==> config.mk <==
export PLATFORM = sky130hd
export DESIGN_NAME = uart_prog_loader
export DESIGN_NICKNAME = d
export VERILOG_FILES = /design/src/rtl/uart_prog_loader.sv
export SDC_FILE = /design/constraint.sdc
export NUM_CORES = 1
export LEC_CHECK = 0
export CAP_MARGIN = 20
export CORE_MARGIN = 5
export CORE_UTILIZATION = 25
export CTS_BUF_LIST = sky130_fd_sc_hd__clkbuf_2 sky130_fd_sc_hd__clkbuf_4 sky130_fd_sc_hd__clkbuf_8
export CTS_CLUSTER_SIZE = 14
export DETAILED_ROUTE_END_ITERATION = 10
export SYNTH_ARGS = -nofsm -noshare
export SYNTH_HDL_FRONTEND = slang
export SYNTH_SLANG_ARGS = --single-unit
==> constraint.sdc <==
create_clock -name clk -period 14.81 [get_ports clk]
set_input_delay 2.962 -clock clk [delete_from_list [all_inputs] [get_ports clk]]
set_output_delay 2.962 -clock clk [all_outputs]
set_load 0.05 [all_outputs]
==> src/rtl/uart_prog_loader.sv <==
// uart_prog_loader: receives a framed, checksummed image over a UART line and
// writes it word-by-word into one of N_BANKS target memories, then answers
// ACK (0x06) or NAK (0x15) on tx.
//   clk, rst   : clock, asynchronous active-high reset
//   start      : single-cycle arm pulse
//   rx / tx    : UART receive (async, idle high) / transmit (idle high)
//   upg_wen    : one-cycle write strobe with upg_bank / upg_adr / upg_dat
//   upg_busy   : frame reception in progress
//   upg_done   : frame accepted (held until next start)
//   upg_err    : frame rejected (held until next start)
module uart_prog_loader #(
  parameter int unsigned CLK_HZ      = 10_000_000,
  parameter int unsigned BAUD        = 115200,
  parameter int unsigned DATA_W      = 32,
  parameter int unsigned ADDR_W      = 14,
  parameter int unsigned N_BANKS     = 2,
  parameter int unsigned TIMEOUT_CYC = 1_000_000,
  localparam int unsigned BANK_W     = (N_BANKS > 1) ? $clog2(N_BANKS) : 1
) (
  input  logic              clk,
  input  logic              rst,
  input  logic              start,
  input  logic              rx,
  output logic              tx,
  output logic              upg_wen,
  output logic [BANK_W-1:0] upg_bank,
  output logic [ADDR_W-1:0] upg_adr,
  output logic [DATA_W-1:0] upg_dat,
  output logic              upg_busy,
  output logic              upg_done,
  output logic              upg_err
);

  localparam int unsigned DIV     = CLK_HZ / BAUD;
  localparam int unsigned HALF    = DIV / 2;
  localparam int unsigned CNT_W   = $clog2(DIV);
  localparam int unsigned BPW     = DATA_W / 8;
  localparam int unsigned BYTE_W  = (BPW > 1) ? $clog2(BPW) : 1;
  localparam int unsigned TO_W    = $clog2(TIMEOUT_CYC + 1);
  localparam int unsigned WCNT_W  = ADDR_W + 1;
  localparam int unsigned MAX_LEN = 1 << ADDR_W;
  localparam logic [7:0]  SYNC_B  = 8'hA5;
  localparam logic [7:0]  ACK_B   = 8'h06;
  localparam logic [7:0]  NAK_B   = 8'h15;

  // Two-flop synchroniser for the asynchronous rx line
  logic rx_m, rx_s;
  always_ff @(posedge clk or posedge rst) begin
    if (rst) begin
      rx_m <= 1'b1;
      rx_s <= 1'b1;
    end else begin
      rx_m <= rx;
      rx_s <= rx_m;
    end
  end

  // 8N1 receiver: start checked at half a bit, data/stop sampled every DIV
  typedef enum logic [1:0] {R_IDLE, R_START, R_DATA, R_STOP} rx_state_t;
  rx_state_t        rx_state;
  logic [CNT_W-1:0] rx_cnt;
  logic [2:0]       rx_bit;
  logic [7:0]       rx_sh;
  logic             rx_end_c, rx_valid_c, rx_ferr_c;

  assign rx_end_c   = (rx_state == R_STOP) && (rx_cnt == CNT_W'(DIV - 1));
  assign rx_valid_c = rx_end_c && rx_s;
  assign rx_ferr_c  = rx_end_c && !rx_s;

  always_ff @(posedge clk or posedge rst) begin
    if (rst) begin
      rx_state <= R_IDLE;
      rx_cnt   <= '0;
      rx_bit   <= '0;
      rx_sh    <= '0;
    end else begin
      unique case (rx_state)
        R_IDLE: if (!rx_s) begin
          rx_state <= R_START;
          rx_cnt   <= '0;
        end
        R_START: if (rx_cnt == CNT_W'(HALF - 1)) begin
          rx_cnt   <= '0;
          rx_bit   <= '0;
          rx_state <= rx_s ? R_IDLE : R_DATA;   // high at mid-start: glitch
        end else rx_cnt <= rx_cnt + 1'b1;
        R_DATA: if (rx_cnt == CNT_W'(DIV - 1)) begin
          rx_cnt <= '0;
          rx_sh  <= {rx_s, rx_sh[7:1]};
          if (rx_bit == 3'd7) rx_state <= R_STOP;
          else                rx_bit   <= rx_bit + 1'b1;
        end else rx_cnt <= rx_cnt + 1'b1;
        R_STOP: if (rx_end_c) begin
          rx_cnt   <= '0;
          rx_state <= R_IDLE;
        end else rx_cnt <= rx_cnt + 1'b1;
        default: rx_state <= R_IDLE;
      endcase
    end
  end

  // Frame protocol FSM, write port and ACK/NAK transmitter
  typedef enum logic [3:0] {
    S_IDLE, S_SYNC, S_BANK, S_LENL, S_LENH, S_DATA, S_CSUM, S_TX, S_DONE, S_ERR
  } state_t;
  state_t            state;
  logic [BANK_W-1:0] bank_q;
  logic [7:0]        len_lo;
  logic [15:0]       len_q;
  logic [WCNT_W-1:0] word_idx;
  logic [BYTE_W-1:0] byte_idx;
  logic [DATA_W-1:0] word_sh;
  logic [7:0]        sum;
  logic [TO_W-1:0]   to_cnt;
  logic              ack_q;
  logic [9:0]        tx_sh;
  logic [CNT_W-1:0]  tx_cnt;
  logic [3:0]        tx_bit;

  logic              frame_c, timeout_c, bad_bank_c, bad_len_c, nak_c;
  logic [15:0]       len_c;
  logic [DATA_W-1:0] word_next_c;

  assign frame_c     = (state == S_BANK) || (state == S_LENL) || (state == S_LENH) ||
                       (state == S_DATA) || (state == S_CSUM);
  assign timeout_c   = frame_c && !rx_valid_c && (to_cnt == TO_W'(TIMEOUT_CYC - 1));
  assign len_c       = {rx_sh, len_lo};
  assign bad_bank_c  = (state == S_BANK) && rx_valid_c && (32'(rx_sh) >= N_BANKS);
  assign bad_len_c   = (state == S_LENH) && rx_valid_c && (32'(len_c) > MAX_LEN);
  assign nak_c       = ((frame_c || state == S_SYNC) && rx_ferr_c) || timeout_c ||
                       bad_bank_c || bad_len_c;
  // little-endian assembly: new byte enters at the top of the word
  assign word_next_c = DATA_W'({rx_sh, word_sh} >> 8);

  always_ff @(posedge clk or posedge rst) begin
    if (rst) begin
      state    <= S_IDLE;
      tx       <= 1'b1;
      upg_wen  <= 1'b0;
      upg_bank <= '0;
      upg_adr  <= '0;
      upg_dat  <= '0;
      upg_busy <= 1'b0;
      upg_done <= 1'b0;
      upg_err  <= 1'b0;
      bank_q   <= '0;
      len_lo   <= '0;
      len_q    <= '0;
      word_idx <= '0;
      byte_idx <= '0;
      word_sh  <= '0;
      sum      <= '0;
      to_cnt   <= '0;
      ack_q    <= 1'b0;
      tx_sh    <= '1;
      tx_cnt   <= '0;
      tx_bit   <= '0;
    end else begin
      upg_wen <= 1'b0;
      tx      <= 1'b1;
      if (rx_valid_c)                              to_cnt <= '0;
      else if (to_cnt != TO_W'(TIMEOUT_CYC - 1))   to_cnt <= to_cnt + 1'b1;

      unique case (state)
        S_IDLE, S_DONE, S_ERR: if (start) begin
          state    <= S_SYNC;
          upg_done <= 1'b0;
          upg_err  <= 1'b0;
          upg_busy <= 1'b1;
        end
        S_SYNC: if (rx_valid_c && rx_sh == SYNC_B) state <= S_BANK;
        S_BANK: if (rx_valid_c) begin
          bank_q <= BANK_W'(rx_sh);
          sum    <= rx_sh;
          state  <= S_LENL;
        end
        S_LENL: if (rx_valid_c) begin
          len_lo <= rx_sh;
          sum    <= sum + rx_sh;
          state  <= S_LENH;
        end
        S_LENH: if (rx_valid_c) begin
          len_q    <= len_c;
          sum      <= sum + rx_sh;
          word_idx <= '0;
          byte_idx <= '0;
          state    <= (len_c == 16'd0) ? S_CSUM : S_DATA;
        end
        S_DATA: if (rx_valid_c) begin
          sum     <= sum + rx_sh;
          word_sh <= word_next_c;
          if (byte_idx == BYTE_W'(BPW - 1)) begin
            upg_wen  <= 1'b1;
            upg_dat  <= word_next_c;
            upg_adr  <= ADDR_W'(word_idx);
            upg_bank <= bank_q;
            byte_idx <= '0;
            word_idx <= word_idx + 1'b1;
            if (32'(word_idx) + 32'd1 == 32'(len_q)) state <= S_CSUM;
          end else begin
            byte_idx <= byte_idx + 1'b1;
          end
        end
        S_CSUM: if (rx_valid_c) begin
          ack_q  <= (rx_sh == sum);
          tx_sh  <= {1'b1, (rx_sh == sum) ? ACK_B : NAK_B, 1'b0};
          tx_cnt <= '0;
          tx_bit <= '0;
          state  <= S_TX;
        end
        S_TX: begin
          tx <= tx_sh[0];
          if (tx_cnt == CNT_W'(DIV - 1)) begin
            tx_cnt <= '0;
            tx_sh  <= {1'b1, tx_sh[9:1]};
            if (tx_bit == 4'd9) begin
              state    <= ack_q ? S_DONE : S_ERR;
              upg_done <= ack_q;
              upg_err  <= !ack_q;
              upg_busy <= 1'b0;
            end else begin
              tx_bit <= tx_bit + 1'b1;
            end
          end else begin
            tx_cnt <= tx_cnt + 1'b1;
          end
        end
        default: state <= S_IDLE;
      endcase

      // Any protocol error abandons the frame and answers NAK
      if (nak_c) begin
        ack_q  <= 1'b0;
        tx_sh  <= {1'b1, NAK_B, 1'b0};
        tx_cnt <= '0;
        tx_bit <= '0;
        state  <= S_TX;
      end
    end
  end

endmodule

Word-level counts from Yosys, hierarchy flattened
Cells that the tools add are included.
{ "totals": {"wordCells": 215, "out_inout_bits": 52, "in_bits": 4, "ff_bits": 202} }
{ "op_classes": {"reduce_logical": 52, "add_sub_neg": 9, "magnitude_cmp": 2, "mux": 76, "n_eq_ne": 49} }
{ "op_table": {"columns": ["op", "n"], "rows": [
  ["4-bit 2-to-1 mux", 16],
  ["7-bit 2-to-1 mux", 7],
  ["15-bit 2-to-1 mux", 3],
  ["20-bit 2-to-1 mux", 2],
  ["4-bit case mux with 8 select lines", 1],
  ["10-bit 2-to-1 mux", 3],
  ["15-bit case mux with 2 select lines", 1],
  ["7-bit case mux with 4 select lines", 1],
  ["3-bit != test, second input constant", 9],
  ["2-bit != test, second input constant", 12],
  ["20-bit by 1-bit adder with 20-bit output, second input constant", 1],
  ["20-bit equality test, second input constant", 1],
  ["2-bit 2-to-1 mux", 10],
  ["20-bit != test, second input constant", 1],
  ["10-bit case mux with 2 select lines", 1],
  ["15-bit by 1-bit adder with 16-bit output, second input constant", 1],
  ["16-bit equality test", 1],
  ["4-bit by 3-bit equality test with 1-bit output, second input constant", 4],
  ["16-bit by 15-bit greater-than comparator with 1-bit output, second input constant", 1],
  ["16-bit logical NOT", 1],
  ["1-bit 2-to-1 mux", 16],
  ["8-bit 2-to-1 mux", 2],
  ["8-bit case mux with 2 select lines", 1],
  ["4-bit AND reduction", 4],
  ["39 further kinds", 88]
]} }

Depth between registers and ports, before layout
Gate-level depths: netlist of the first run.
{ "logic_depth": {"ltp_word": 12, "ltp_mapped": 11, "mapped_depth_nobuf": 10} }

Worst setup path before layout of the first run
No wires, ideal clock.
{ "synth_timing": {"path_kind": "input to register", "from": "input start", "to": "register state[2]", "arrival_ns": 3.889, "setup_time_ns": 0.135, "n_path_buf": 0, "path_slack_ns": 10.786, "cell_stages": 5, "t_required_ns": 14.675, "path_cell_list": "a211oi_1 > nor3_1 > o21ai_0 > a22oi_1 > nand3_1"} }
{ "synth_between": {"elab_chain_cells": 2} }
{ "synth_rtl": {"columns": ["element", "line_no", "source"], "rows": [
  ["start, declared", "22", "input logic start,"],
  ["3-bit != test (no source line)", null, null],
  ["11-bit AND reduction (no source line)", null, null],
  ["end signal, assigned", "187", "state <= (len_c == 16'd0) ? S_CSUM : S_DATA;"],
  ["end signal, assigned", "217", "state <= ack_q ? S_DONE : S_ERR;"],
  ["end, declared", "106", "state_t state;"]
]} }
Every way passes these cells.
A chain may end at the register's enable or synchronous reset.

Worst setup path in the final report of the first run
{ "layout_timing": {"from": "register tx", "to": "output tx"} }
{ "layout_lines": {"columns": ["element", "line_no", "source"], "rows": [
  ["start, declared", "24", "output logic tx,"],
  ["start signal, assigned", "212", "tx <= tx_sh[0];"]
]} }
No word-level cell between the ends.

==> results by stage, run 1 <==
Setup path:
- The total buffers and inverters traversed by the critical path is 1.
- The launch instance of the worst register-to-register path is rx_cnt[1]$_DFFE_PP0P_.
- The total number of cells along the worst setup path is 1.
- The dominant delay contributor by cell family on the critical path is buffers and inverters.
- Data on the critical path is required at its endpoint by 11850 ps.
- The critical path starts at tx$_DFF_PP1_.
- The register-to-register setup slack is 11480 ps.
- The worst setup path is of the reg -> out kind.
- The destination of the critical timing path is tx.
- The slowest cell on the critical path is sky130_fd_sc_hd__clkdlybuf4s50_1.
- Walking the worst path, the cells encountered are clkdlybuf4s50_1.
- The data arrival time of the critical path is 1800 ps.
- STA classifies the critical path endpoint as an output pin.
- The largest single stage delay on the critical path is 790 ps.
- The worst setup path is launched from a flop.
- The largest fanout on the critical path is 1.
- The number of cells on the worst reg-to-reg path is 10.
- The worst register-to-register path ends at word_idx[12]$_DFFE_PP0P_.

Clock tree:
- The post-CTS setup buffer count is 0.
- The quantity of gates resized following cts is 0.
- The quantity of hold-fixing buffers added after cts is 0.
- The CTS tree is done.
- Clock tree synthesis inserted a total of 17 buffers.
- The source-to-sink clock delay at the later pin of the worst-skew pair is 490 ps.
- The clock transition at the registers of the reported paths is 130 ps.
- The clock net in this run drives a total of 193 sinks.
- The clock tree synthesis step divided the H-tree into 4 levels.
- Counting along the longest clock path gives a buffer depth of 2.
- The clock tree root buffer cell is sky130_fd_sc_hd__clkbuf_8.

Synthesis:
- Counting flops and latches in the post-synthesis netlist gives 193.
- The number of distinct library cells after synthesis is 73.
- The total nets after synthesis is 988.
- A synthesized cell averages 9.73 µm².
- In the synthesized netlist the async set-or-reset flop fraction comes to 100%.
- After synthesis, flip-flops and latches occupy 51.7% of the total area.
- In this run, synthesis inferred 0 flip-flops with an integrated enable.
- The most used flip-flop cell after synthesis is sky130_fd_sc_hd__dfrtp_1.
- The netlist area before placement is 9380 µm².
- Synthesis handed over a netlist of 964 instances.
- Yosys printed 0 warnings.

Global routing:
- The via count of the first global-routing pass is 6886.
- Entering global routing, the biggest net connects 127 pins.
- Global routing consumed, over all layers together, 10.3% of the routing resources.
- The wire length of the first global-routing pass is 35600 µm.
- The number of antenna violations at the first check in global routing is 1.
- The residual overflow from global routing is 0.

Cells and area:
- In the layout the commonest cells are sky130_fd_sc_hd__nand2_1 (202), sky130_fd_sc_hd__dfrtp_1 (181), sky130_fd_sc_hd__o21ai_0 (81).
- The area occupied by multi-input gates is 4230 µm².
- The final-stage net count is 1019.
- The number of inserted diodes is 0.
- Relative to the synthesized area, the layout overhead comes to 15.7%.
- The total of fill cells in the finished design is 3908.
- The most frequent standard cell in the layout excluding fill and tap cells is sky130_fd_sc_hd__nand2_1.
- The finished layout holds 1482 standard cells, fillers aside.
- At the end of the flow the core is filled with cells to 29.1%.
- The share of layout cells above drive strength 1 is 12.0%.
- Registers take 4840 µm².

Die:
- The floorplan step set the die width to 204 µm.
- The die covers 41500 µm².
- The top-level port count is 56.
- The standard-cell row count is 71.
- In this run the vertical extent of the chip is 204 µm.
- The effective utilization at floorplan is 25.1%.
- In this run the standard cell core region covers 37300 µm².

Timing:
- The worst path meets setup with 10050 ps of slack.
- The final hold violation count is 0.
- The worst-margin pin slew is 980 ps.
- The number of setup violations in the final report is 0.
- The headroom to the max-slew limit is 34.4%.
- For this run, the top clock speed supported by timing is 210 MHz.
- Clock skew on the completed layout was measured at 22.1 ps.
- Setup repair after global routing left no endpoint under its margin.
- The worst hold slack is 385 ps.
- The number of slew-limit violations in the final report is 0.
- The post-route clock period utilization is 32.2%.
- Counting I/O delays and the setup requirement, the final critical path takes 4760 ps.
- Summed over all failing endpoints, the final setup total negative slack is 0 ps.

Power:
- The clock network fraction of design power is 32.6%.
- Of the total power, registers draw 50.7%.
- Net switching is 34.6% of the power.
- The switching component of the power is 0.403 mW.
- The logic gate share of total power is 16.7%.
- Summed over all cells, the static leakage comes to 4.95 nW.
- IR analysis of the VDD net gives a maximum drop of 0.0563 mV.
- The internal power is 0.762 mW.
- The power density over the cells is 107 nW/µm².

Placement:
- The pre-CTS setup slack is 9680 ps.
- The half-perimeter wire length of the detailed placement result is 14100 µm.
- The placer's final routability congestion estimate is 0.788.
- The number of port buffers is 55.
- After detailed placement, the design holds a cell count of 1449.

Route:
- For this run, the detailed router's first-pass iteration total came to 5.
- Detailed routing inserted a total of 7016 vias.
- The mean routed wirelength per cell is 14.2 µm.
- The vias per cell is 4.73.
- The number of design-rule violations left by the first detailed-router iteration is 488.
- The number of remaining DRC errors is 0.
- The routed design has 21000 µm of wire.
- The residual antenna-violating net count after detailed routing is 0.

Hold path:
- The kind of path behind the tightest hold check is reg -> reg.

Flow run:
- The number of max-cap violations is 0.

Status:
- The run finished with clean final reports.
[worst min path at each step]
stage                              start             end  slack, ps  cells after the start
after detailed placement  rx_m$_DFF_PP1_  rx_s$_DFF_PP1_        350                      0
after floorplan           rx_m$_DFF_PP1_  rx_s$_DFF_PP1_        350                      0
after global routing      rx_m$_DFF_PP1_  rx_s$_DFF_PP1_        390                      0
final                     rx_m$_DFF_PP1_  rx_s$_DFF_PP1_        380                      0
after CTS                 rx_m$_DFF_PP1_  rx_s$_DFF_PP1_        380                      0
after global placement    rx_m$_DFF_PP1_  rx_s$_DFF_PP1_        350                      0
[stage by stage]
step	power [mW]	instance area (µm²)
2_1_floorplan	0.743	9380
3_3_place_gp	0.794	10400
3_5_place_dp	0.797	10400
4_1_cts	1.18	10800
5_1_grt	1.23	10800
6_report	1.17	10800
[layout make-up]
type | count | area share, %
sequential | 193 | 44.7
multi-input combinational | 695 | 39.0
timing repair buffer | 63 | 5.74
tap | 474 | 5.47
clock buffer | 17 | 2.16
clock inverter | 15 | 2.02
inverter | 25 | 0.934
[synth_stat cells, types with 18 or more instances]
library cell	number	area (µm²)
sky130_fd_sc_hd__nor2_1	58	218
sky130_fd_sc_hd__a21oi_1	18	90.1
sky130_fd_sc_hd__xnor2_1	18	158
sky130_fd_sc_hd__nor3_1	19	95.1
sky130_fd_sc_hd__inv_1	24	90.1
sky130_fd_sc_hd__mux2_2	53	597
sky130_fd_sc_hd__clkbuf_1	29	109
sky130_fd_sc_hd__o21ai_0	81	405
sky130_fd_sc_hd__dfrtp_1	181	4530
sky130_fd_sc_hd__ha_1	19	238
sky130_fd_sc_hd__buf_2	18	90.1
sky130_fd_sc_hd__nand3_1	37	185
sky130_fd_sc_hd__nand2_1	202	758
[kinds of logic (layout without fill, tap and decap cells)]
family                   after synthesis  after routing  synth area share [%]
AO/OA/AOI/OAI                        164            164                  10.6
XOR/XNOR                              36             36                  3.68
adder cells (fa/ha/maj)               20             20                  2.75
buffers and inverters                 76            120                  3.32
flip-flops                           193            193                  51.7
multiplexers                          58             58                  6.90
AND/OR/NAND/NOR                      417            417                  21.1
[power groups by stage]
stage	Sequential, mW	Clock, mW	Combinational [mW]
2_1_floorplan	0.595	0	0.148
3_5_place_dp	0.600	0	0.197
6_report	0.591	0.380	0.195
4_1_cts	0.590	0.391	0.198
5_1_grt	0.596	0.413	0.221
3_3_place_gp	0.599	0	0.194
[flip-flops by register name, indices dropped and copies added (netlist names), 7 cells and up, named ones only]
name	flops
word_idx	15
tx_cnt	7
len_q	16
sum	8
upg_dat	32
upg_adr	14
rx_sh	8
rx_cnt	7
to_cnt	20
len_lo	8
word_sh	24
tx_sh	9
[per-layer routing]
layer	wire length, µm	global-route usage [%]	vias to the layer above
met3	688	2.46	18
met2	9960	16.5	93
li1	-	-	3414
met4	169	2.36	2
met5	20	0	-
met1	10100	14.1	3489
Note: power is estimated with default switching activity, not from simulation.
==> run 2, diff against run 1 <==
==> constraint.sdc (replaced) <==
create_clock -name clk -period 4.9 [get_ports clk]
set_input_delay 0.98 -clock clk [delete_from_list [all_inputs] [get_ports clk]]
set_output_delay 0.98 -clock clk [all_outputs]
set_load 0.05 [all_outputs]
==> run 2 against run 1 <==
Against the previous run:
- via count shrank 0.34%
- largest cell class unchanged
- worst hold slack got worse by 21 ps
- cell area barely moved
- critical path depth up 9
- clock skew grew 2.4 ps
- register-to-register slack worse by 9700 ps
- clock-buffer cell count is the same
- non-clock buffer count fell by 1
- critical path type is now reg -> reg
- clock power grew to 3.1 times the previous value
==> results by stage, run 2 (synthesis results as in run 1) <==
Status:
- The flow ran to the end, and the final reports show no timing, DRC or antenna violations.

Route:
- The vias per cell is 4.72 (-0.27%).
- The highest layer touched by signal routing is met4.
- The residual antenna-violating net count after detailed routing is 0 (unchanged).
- The mean routed wirelength per cell is 13.9 µm (-1.5%).
- The routed wire length is 20600 µm (-1.6%).
- The number of design-rule violations left by the first detailed-router iteration is 433 (-11%).
- The total via count in the routed design is 6992 (-0.34%).
- The iteration count of the initial detailed-routing pass is 5 (unchanged).
- The met3 routed wirelength is 808 µm (+17%).
- The routed length on met2 was 9610 µm (-3.5%).
- The number of remaining DRC errors is 0 (unchanged).
- The sum of routed wire segments on met1 is 9950 µm (-2.0%).

Clock tree:
- The clock transition at the registers of the reported paths came to 110 ps (-20 ps).
- CTS placed an instance of sky130_fd_sc_hd__clkbuf_8 at the clock tree root.
- The quantity of hold-fixing buffers added after cts was 0 (unchanged).
- TritonCTS built the clock tree.
- The maximum level of the CTS H-tree is 4 (unchanged).
- The post-CTS setup buffer count came to 0 (unchanged).
- The source-to-sink clock delay at the later pin of the worst-skew pair is 490 ps (about the same).
- The number of buffers between clock root and the deepest sink is 2 (unchanged).
- The quantity of gates resized following cts is 0 (unchanged).
- The number of sinks driven by the clock tree is 193 (unchanged).
- The number of buffers inserted during clock tree synthesis is 17 (unchanged).

Setup path:
- The worst endpoint required time is 5250 ps (-6600 ps).
- The nature of the critical path startpoint is a flop.
- The kind of end point of the critical path is a flop.
- The data arrival time of the critical path is 3490 ps (+1690 ps).
- The largest fanout on the critical path is 26 (+25).
- The setup path with the least slack is of type reg -> reg.

Global routing:
- The number of antenna violations at the first check in global routing came to 0 (-1).
- The via count of the first global-routing pass is 6744 (-2.1%).
- The combined global-route utilization of all metal layers was 10.1% (-0.20 points).
- The wire length of the first global-routing pass was 34700 µm (-2.5%).
- The maximum number of pins on one net before global-route repair is 194 (+53%).
- The residual overflow from global routing was 0 (unchanged).

Timing:
- The worst-margin pin slew is 1030 ps (+53.2 ps).
- Setup repair after global routing left no endpoint under its margin.
- The post-route worst setup slack is 1760 ps (-8290 ps).
- The headroom to the max-slew limit is 31.2% (-3.3 points).
- The final hold violation count is 0 (unchanged).
- The number of setup violations in the final report is 0 (unchanged).
- The upper clock frequency limit is 319 MHz.
- The final total negative setup slack is 0 ps (unchanged).
- The post-route clock period utilization is 64.1%.
- For the finished layout, the period the worst path requires is 3140 ps.
- The worst clock skew was 24.5 ps (+2.37 ps).
- The number of slew-limit violations in the final report is 0 (unchanged).

Cells and area:
- The number of inserted diodes is 0 (unchanged).
- The growth of design area from synthesis to finish is 15.7% (about the same).
- The number of flip-flops in the largest register was 32 (unchanged).
- The top cell types in the final layout, fill and taps aside, are sky130_fd_sc_hd__nand2_1 (202), sky130_fd_sc_hd__dfrtp_1 (181), sky130_fd_sc_hd__o21ai_0 (81).
- The most frequent standard cell in the layout excluding fill and tap cells is sky130_fd_sc_hd__nand2_1.
- In the final layout, the registers with the most flip-flops are upg_dat x32, word_sh x24, to_cnt x20.
- The top register by number of flip-flops is upg_dat.
- The final-stage net count is 1018 (-0.098%).
- The share of layout cells above drive strength 1 is 11.9% (-0.087 points).

Power:
- The power density over the cells was 327 nW/µm² (+200%).
- The worst ir drop on vdd is 0.210 mV (+270%).
- The standby leakage power is 4.95 nW (about the same).

Die:
- The effective utilization at floorplan was 25.1% (unchanged).
- The die span in x is 204 µm (unchanged).
- The standard-cell row count came to 71 (unchanged).
- The height of the chip came to 204 µm (unchanged).
- The top-level port count is 56 (unchanged).
- The core area was 37300 µm² (unchanged).
- The floorplan die area is 41500 µm² (unchanged).

Hold path:
- The kind of path behind the tightest hold check is reg -> reg.

Placement:
- The pre-CTS setup slack is 1770 ps (-7910 ps).
- The placer's final routability congestion estimate is 0.824 (+4.5%).
- The number of port buffers is 55 (unchanged).
- The half-perimeter wire length of the detailed placement result is 13800 µm (-2.3%).

Flow run:
- The number of max-cap violations came to 0 (unchanged).
[run 2: worst paths after layout]
path,endpoint,slack (ps),cells after the start,startpoint
setup / recovery,word_idx[13]$_DFFE_PP0P_,1760,10,rx_cnt[1]$_DFFE_PP0P_
hold / removal,rx_s$_DFF_PP1_,360,0,rx_m$_DFF_PP1_
setup reg to reg,word_idx[13]$_DFFE_PP0P_,1760,10,rx_cnt[1]$_DFFE_PP0P_
hold reg to reg,rx_s$_DFF_PP1_,360,0,rx_m$_DFF_PP1_
max in group asynchronous,upg_adr[11]$_DFFE_PP0P_,3030,3,rst
min in group asynchronous,len_q[4]$_DFFE_PP0P_,1140,3,rst
[run 2: final cells by class]
cell class | count | area, µm²
clock inverters | 15 | 229
repair buffers | 62 | 616
flip-flops and latches | 193 | 4840
well taps | 474 | 593
fillers | 3904 | 26500
clock buffers | 17 | 234
inverters | 25 | 97.6
multi-input cells | 695 | 4230
[run 2: report_power, final]
group          switching, mW  internal [mW]  total [mW]
Combinational          0.398          0.199       0.597
Clock                  0.729          0.428        1.16
Sequential            0.0997           1.69        1.79
Total                   1.23           2.31        3.54
[run 2: layer usage]
layer | vias up | GRT usage (%)
met5 | - | 0
met4 | 0 | 2.72
met3 | 19 | 2.13
met2 | 132 | 16.3
met1 | 3439 | 13.8
li1 | 3402 | -
[run 2: metrics by stage]
step	hold slack, ps	cell area [µm²]	std cells	utilization, %	total power [mW]
finish	363	10800	1481	29.1	3.54
floorplan	345	9380	964	-	2.25
CTS	364	10800	1481	29.1	3.60
global route	366	10800	1481	29.1	3.74
detailed placement	347	10400	1449	27.8	2.42
global placement	347	10400	1449	27.8	2.40
[run 2: critical path: stages, from the launching register on]
cell,delay (ps)
sky130_fd_sc_hd__dfrtp_1,420
sky130_fd_sc_hd__inv_1,90
sky130_fd_sc_hd__ha_1,140
sky130_fd_sc_hd__nand4b_1,190
sky130_fd_sc_hd__or4_4,560
sky130_fd_sc_hd__nor3_4,190
sky130_fd_sc_hd__buf_4,370
sky130_fd_sc_hd__nand2_2,320
sky130_fd_sc_hd__and2_1,400
sky130_fd_sc_hd__o21ai_0,210
sky130_fd_sc_hd__o21ai_0,100
==> run 3, diff against run 2 <==
==> constraint.sdc (replaced) <==
create_clock -name clk -period 2.75 [get_ports clk]
set_input_delay 0.55 -clock clk [delete_from_list [all_inputs] [get_ports clk]]
set_output_delay 0.55 -clock clk [all_outputs]
set_load 0.05 [all_outputs]
==> run 3 against run 2 <==
Against the previous run:
- first-iteration DRC count grew 43%
- setup slack worse by 1600 ps
- critical path type unchanged
- wire length grew 1.8%
- global-route usage grew 0.22 points
- combinational power increased by 93%
- highest routed layer is now met5
==> results by stage, run 3 (synthesis results as in run 1) <==
Global routing:
- The residual overflow from global routing is 0 (unchanged).
- met2 is the most crowded layer.
- The maximum number of pins on one net before global-route repair is 106 (-45%).
- The met3 usage in global routing is 2.81% (+0.68 points).
- The number of antenna violations at the first check in global routing is 1 (+1).
- The met2 capacity usage during global routing is 16.7% (+0.39 points).
- The via count of the first global-routing pass is 6865 (+1.8%).
- The met1 routing resource usage after global routing is 13.8% (-0.023 points).
- The combined global-route utilization of all metal layers is 10.3% (+0.22 points).
- The wire length of the first global-routing pass was 35500 µm (+2.1%).

Clock tree:
- The number of sinks driven by the clock tree is 193 (unchanged).
- The source-to-sink clock delay at the later pin of the worst-skew pair is 490 ps (about the same).
- The number of buffers inserted during clock tree synthesis is 17 (unchanged).
- The number of buffers between clock root and the deepest sink is 2 (unchanged).
- The maximum level of the CTS H-tree was 4 (unchanged).
- The quantity of hold-fixing buffers added after cts is 0 (unchanged).
- CTS placed an instance of sky130_fd_sc_hd__clkbuf_8 at the clock tree root.
- The clock transition at the registers of the reported paths was 110 ps (about the same).
- TritonCTS built the clock tree.

Cells and area:
- The top register by number of flip-flops is upg_dat.
- The number of inserted diodes is 0 (unchanged).
- The area occupied by multi-input gates is 4280 µm² (+1.1%).
- From synthesis to final layout, the design area changed by 19.2%.
- The most frequent standard cell in the layout excluding fill and tap cells is sky130_fd_sc_hd__nand2_1.
- The share of layout cells above drive strength 1 is 15.8% (+3.9 points).
- The number of flip-flops in the largest register came to 32 (unchanged).
- The number of standard cells in the layout, taps in and fillers out is 1518 (+2.5%).
- The final-stage net count was 1055 (+3.6%).
- The total of fill cells in the finished design is 3885 (-0.49%).
- The footprint of the flip-flops and latches is 4850 µm² (about the same).
- In the layout the commonest cells are sky130_fd_sc_hd__nand2_1 (202), sky130_fd_sc_hd__dfrtp_1 (180), sky130_fd_sc_hd__o21ai_0 (81).
- The post-layout utilization of the core is 30.0% (+0.90 points).
- The largest registers in the layout are upg_dat x32, word_sh x24, to_cnt x20.

Placement:
- The placer's final routability congestion estimate is 0.822 (-0.24%).
- The number of port buffers is 55 (unchanged).
- The half-perimeter wire length of the detailed placement result was 14700 µm (+6.5%).
- The total instance count after detailed placement was 1483 (+2.3%).

Setup path:
- The worst endpoint required time is 3160 ps (-2090 ps).
- The worst setup path is of the reg -> reg kind.
- The slowest cell on the critical path is sky130_fd_sc_hd__or4b_1.
- The worst setup path is launched from a flop.
- The total buffers and inverters traversed by the critical path is 2 (unchanged).
- The largest fanout on the critical path was 10 (-62%).
- The worst setup path is captured at a flop.
- The data arrival time of the critical path is 3010 ps (-480 ps).
- The dominant delay contributor by cell family on the critical path is simple AND/OR/NAND/NOR gates.
- The largest stage delay on the critical path is 460 ps (-100 ps).
- The total number of cells along the worst setup path is 10 (unchanged).
- The number of cells on the worst reg-to-reg path is 10 (unchanged).
- The critical path goes through ha_2 -> nand4_1 -> buf_4 -> o21ai_1 -> or4b_1 -> nor4_2 -> nand4_1 -> buf_4 -> o211ai_1 -> a41o_1.

Status:
- The run finished with clean final reports.

Route:
- The number of design-rule violations left by the first detailed-router iteration is 621 (+43%).
- The iteration count of the initial detailed-routing pass is 6 (+1).
- The total via count in the routed design is 7165 (+2.5%).
- The residual antenna-violating net count after detailed routing is 0 (unchanged).
- The number of remaining DRC errors is 0 (unchanged).
- The vias per cell is 4.72 (about the same).
- The mean routed wirelength per cell came to 13.9 µm (-0.66%).
- The routed wire length came to 21000 µm (+1.8%).

Timing:
- The headroom to the max-slew limit is 50.6% (+19 points).
- The worst clock skew is 26.1 ps (+1.56 ps).
- The time the final worst path needs with I/O delays and setup is 2610 ps (-532 ps).
- The final hold violation count is 0 (unchanged).
- The number of slew-limit violations in the final report is 0 (unchanged).
- The worst-margin pin slew is 741 ps (-292 ps).
- The worst hold slack is 365 ps (+1.67 ps).
- The upper clock frequency limit is 384 MHz (+20%).
- The post-route clock period utilization is 94.8% (+31 points).
- The number of setup violations in the final report is 0 (unchanged).

Power:
- The power density over the cells is 565 nW/µm² (+73%).
- The standby leakage power came to 5.15 nW (+4.1%).
- The total power is 6.31 mW (+78%).
- The worst ir drop on vdd is 0.291 mV (+38%).

Die:
- The core area came to 37300 µm² (unchanged).
- The top-level port count is 56 (unchanged).
- The effective utilization at floorplan is 25.1% (unchanged).
- The height of the chip was 204 µm (unchanged).
- The floorplan die area is 41500 µm² (unchanged).
- The standard-cell row count was 71 (unchanged).
- The die span in x is 204 µm (unchanged).

Flow run:
- The number of max-cap violations is 0 (unchanged).

Hold path:
- The min-delay analysis places its worst path in the category reg -> reg.
- The count of cells along the worst hold path is 0 (unchanged).
[run 3: worst register-to-register path, cell delays in order (launching register included)]
cell and delay [ps]:
sky130_fd_sc_hd__dfrtp_1 370, sky130_fd_sc_hd__ha_2 250, sky130_fd_sc_hd__nand4_1 130, sky130_fd_sc_hd__buf_4 210, sky130_fd_sc_hd__o21ai_1 140, sky130_fd_sc_hd__or4b_1 460, sky130_fd_sc_hd__nor4_2 310, sky130_fd_sc_hd__nand4_1 120
sky130_fd_sc_hd__buf_4 170, sky130_fd_sc_hd__o211ai_1 180, sky130_fd_sc_hd__a41o_1 200
[run 3: final cells by class]
type                            instances  area share, %
Sequential cell                       193           43.3
Multi-Input combinational cell        695           38.2
Timing Repair Buffer                   99           8.25
Tap cell                              474           5.30
Clock buffer                           17           2.09
Clock inverter                         15           1.89
Inverter                               25          0.873
[run 3: worst paths after layout]
| path | end | slack [ps] | startpoint |
|---|---|---|---|
| max | state[1]$_DFFE_PP0P_ | 140 | word_idx[0]$_DFFE_PP0P_ |
| min | rx_s$_DFF_PP1_ | 370 | rx_m$_DFF_PP1_ |
| max reg2reg | state[1]$_DFFE_PP0P_ | 140 | word_idx[0]$_DFFE_PP0P_ |
| min reg2reg | rx_s$_DFF_PP1_ | 370 | rx_m$_DFF_PP1_ |
| max in group asynchronous | rx_sh[1]$_DFFE_PP0P_ | 1620 | rst |
| min in group asynchronous | tx_cnt[4]$_DFFE_PP0P_ | 560 | rst |
[run 3: repair_timing]
action / 4_1_cts / 5_1_grt
endpoints found under the setup margin: 0 / 30
gates resized for setup: 0 / 11
setup buffers: 0 / 3
[run 3: metrics by stage]
| step | setup slack [ps] | instance area (µm²) | setup TNS, ps |
|---|---|---|---|
| 3_5_place_dp | 139 | 10700 | 0 |
| 2_1_floorplan | -281 | 9380 | -50790 |
| 5_1_grt | -5.79 | 11200 | -7.18 |
| 4_1_cts | 78.8 | 11100 | 0 |
| 6_report | 143 | 11200 | 0 |
| 3_3_place_gp | 87.2 | 10700 | 0 |
[run 3: where the power goes]
group	total [mW]	switching, mW	leakage (nW)	internal [mW]
Combinational	1.15	0.741	2.31	0.408
Clock	1.99	1.19	0.222	0.798
Sequential	3.18	0.171	2.62	3.01
Total	6.31	2.10	5.15	4.21
[run 3: per-layer routing]
metal | routed length [µm] | part of all wire, % | up-vias
li1 | - | - | 3483
met1 | 9600 | 46 | 3510
met2 | 10100 | 48 | 146
met3 | 1090 | 5.2 | 24
met4 | 227 | 1.1 | 2
met5 | 20 | 0.095 | -
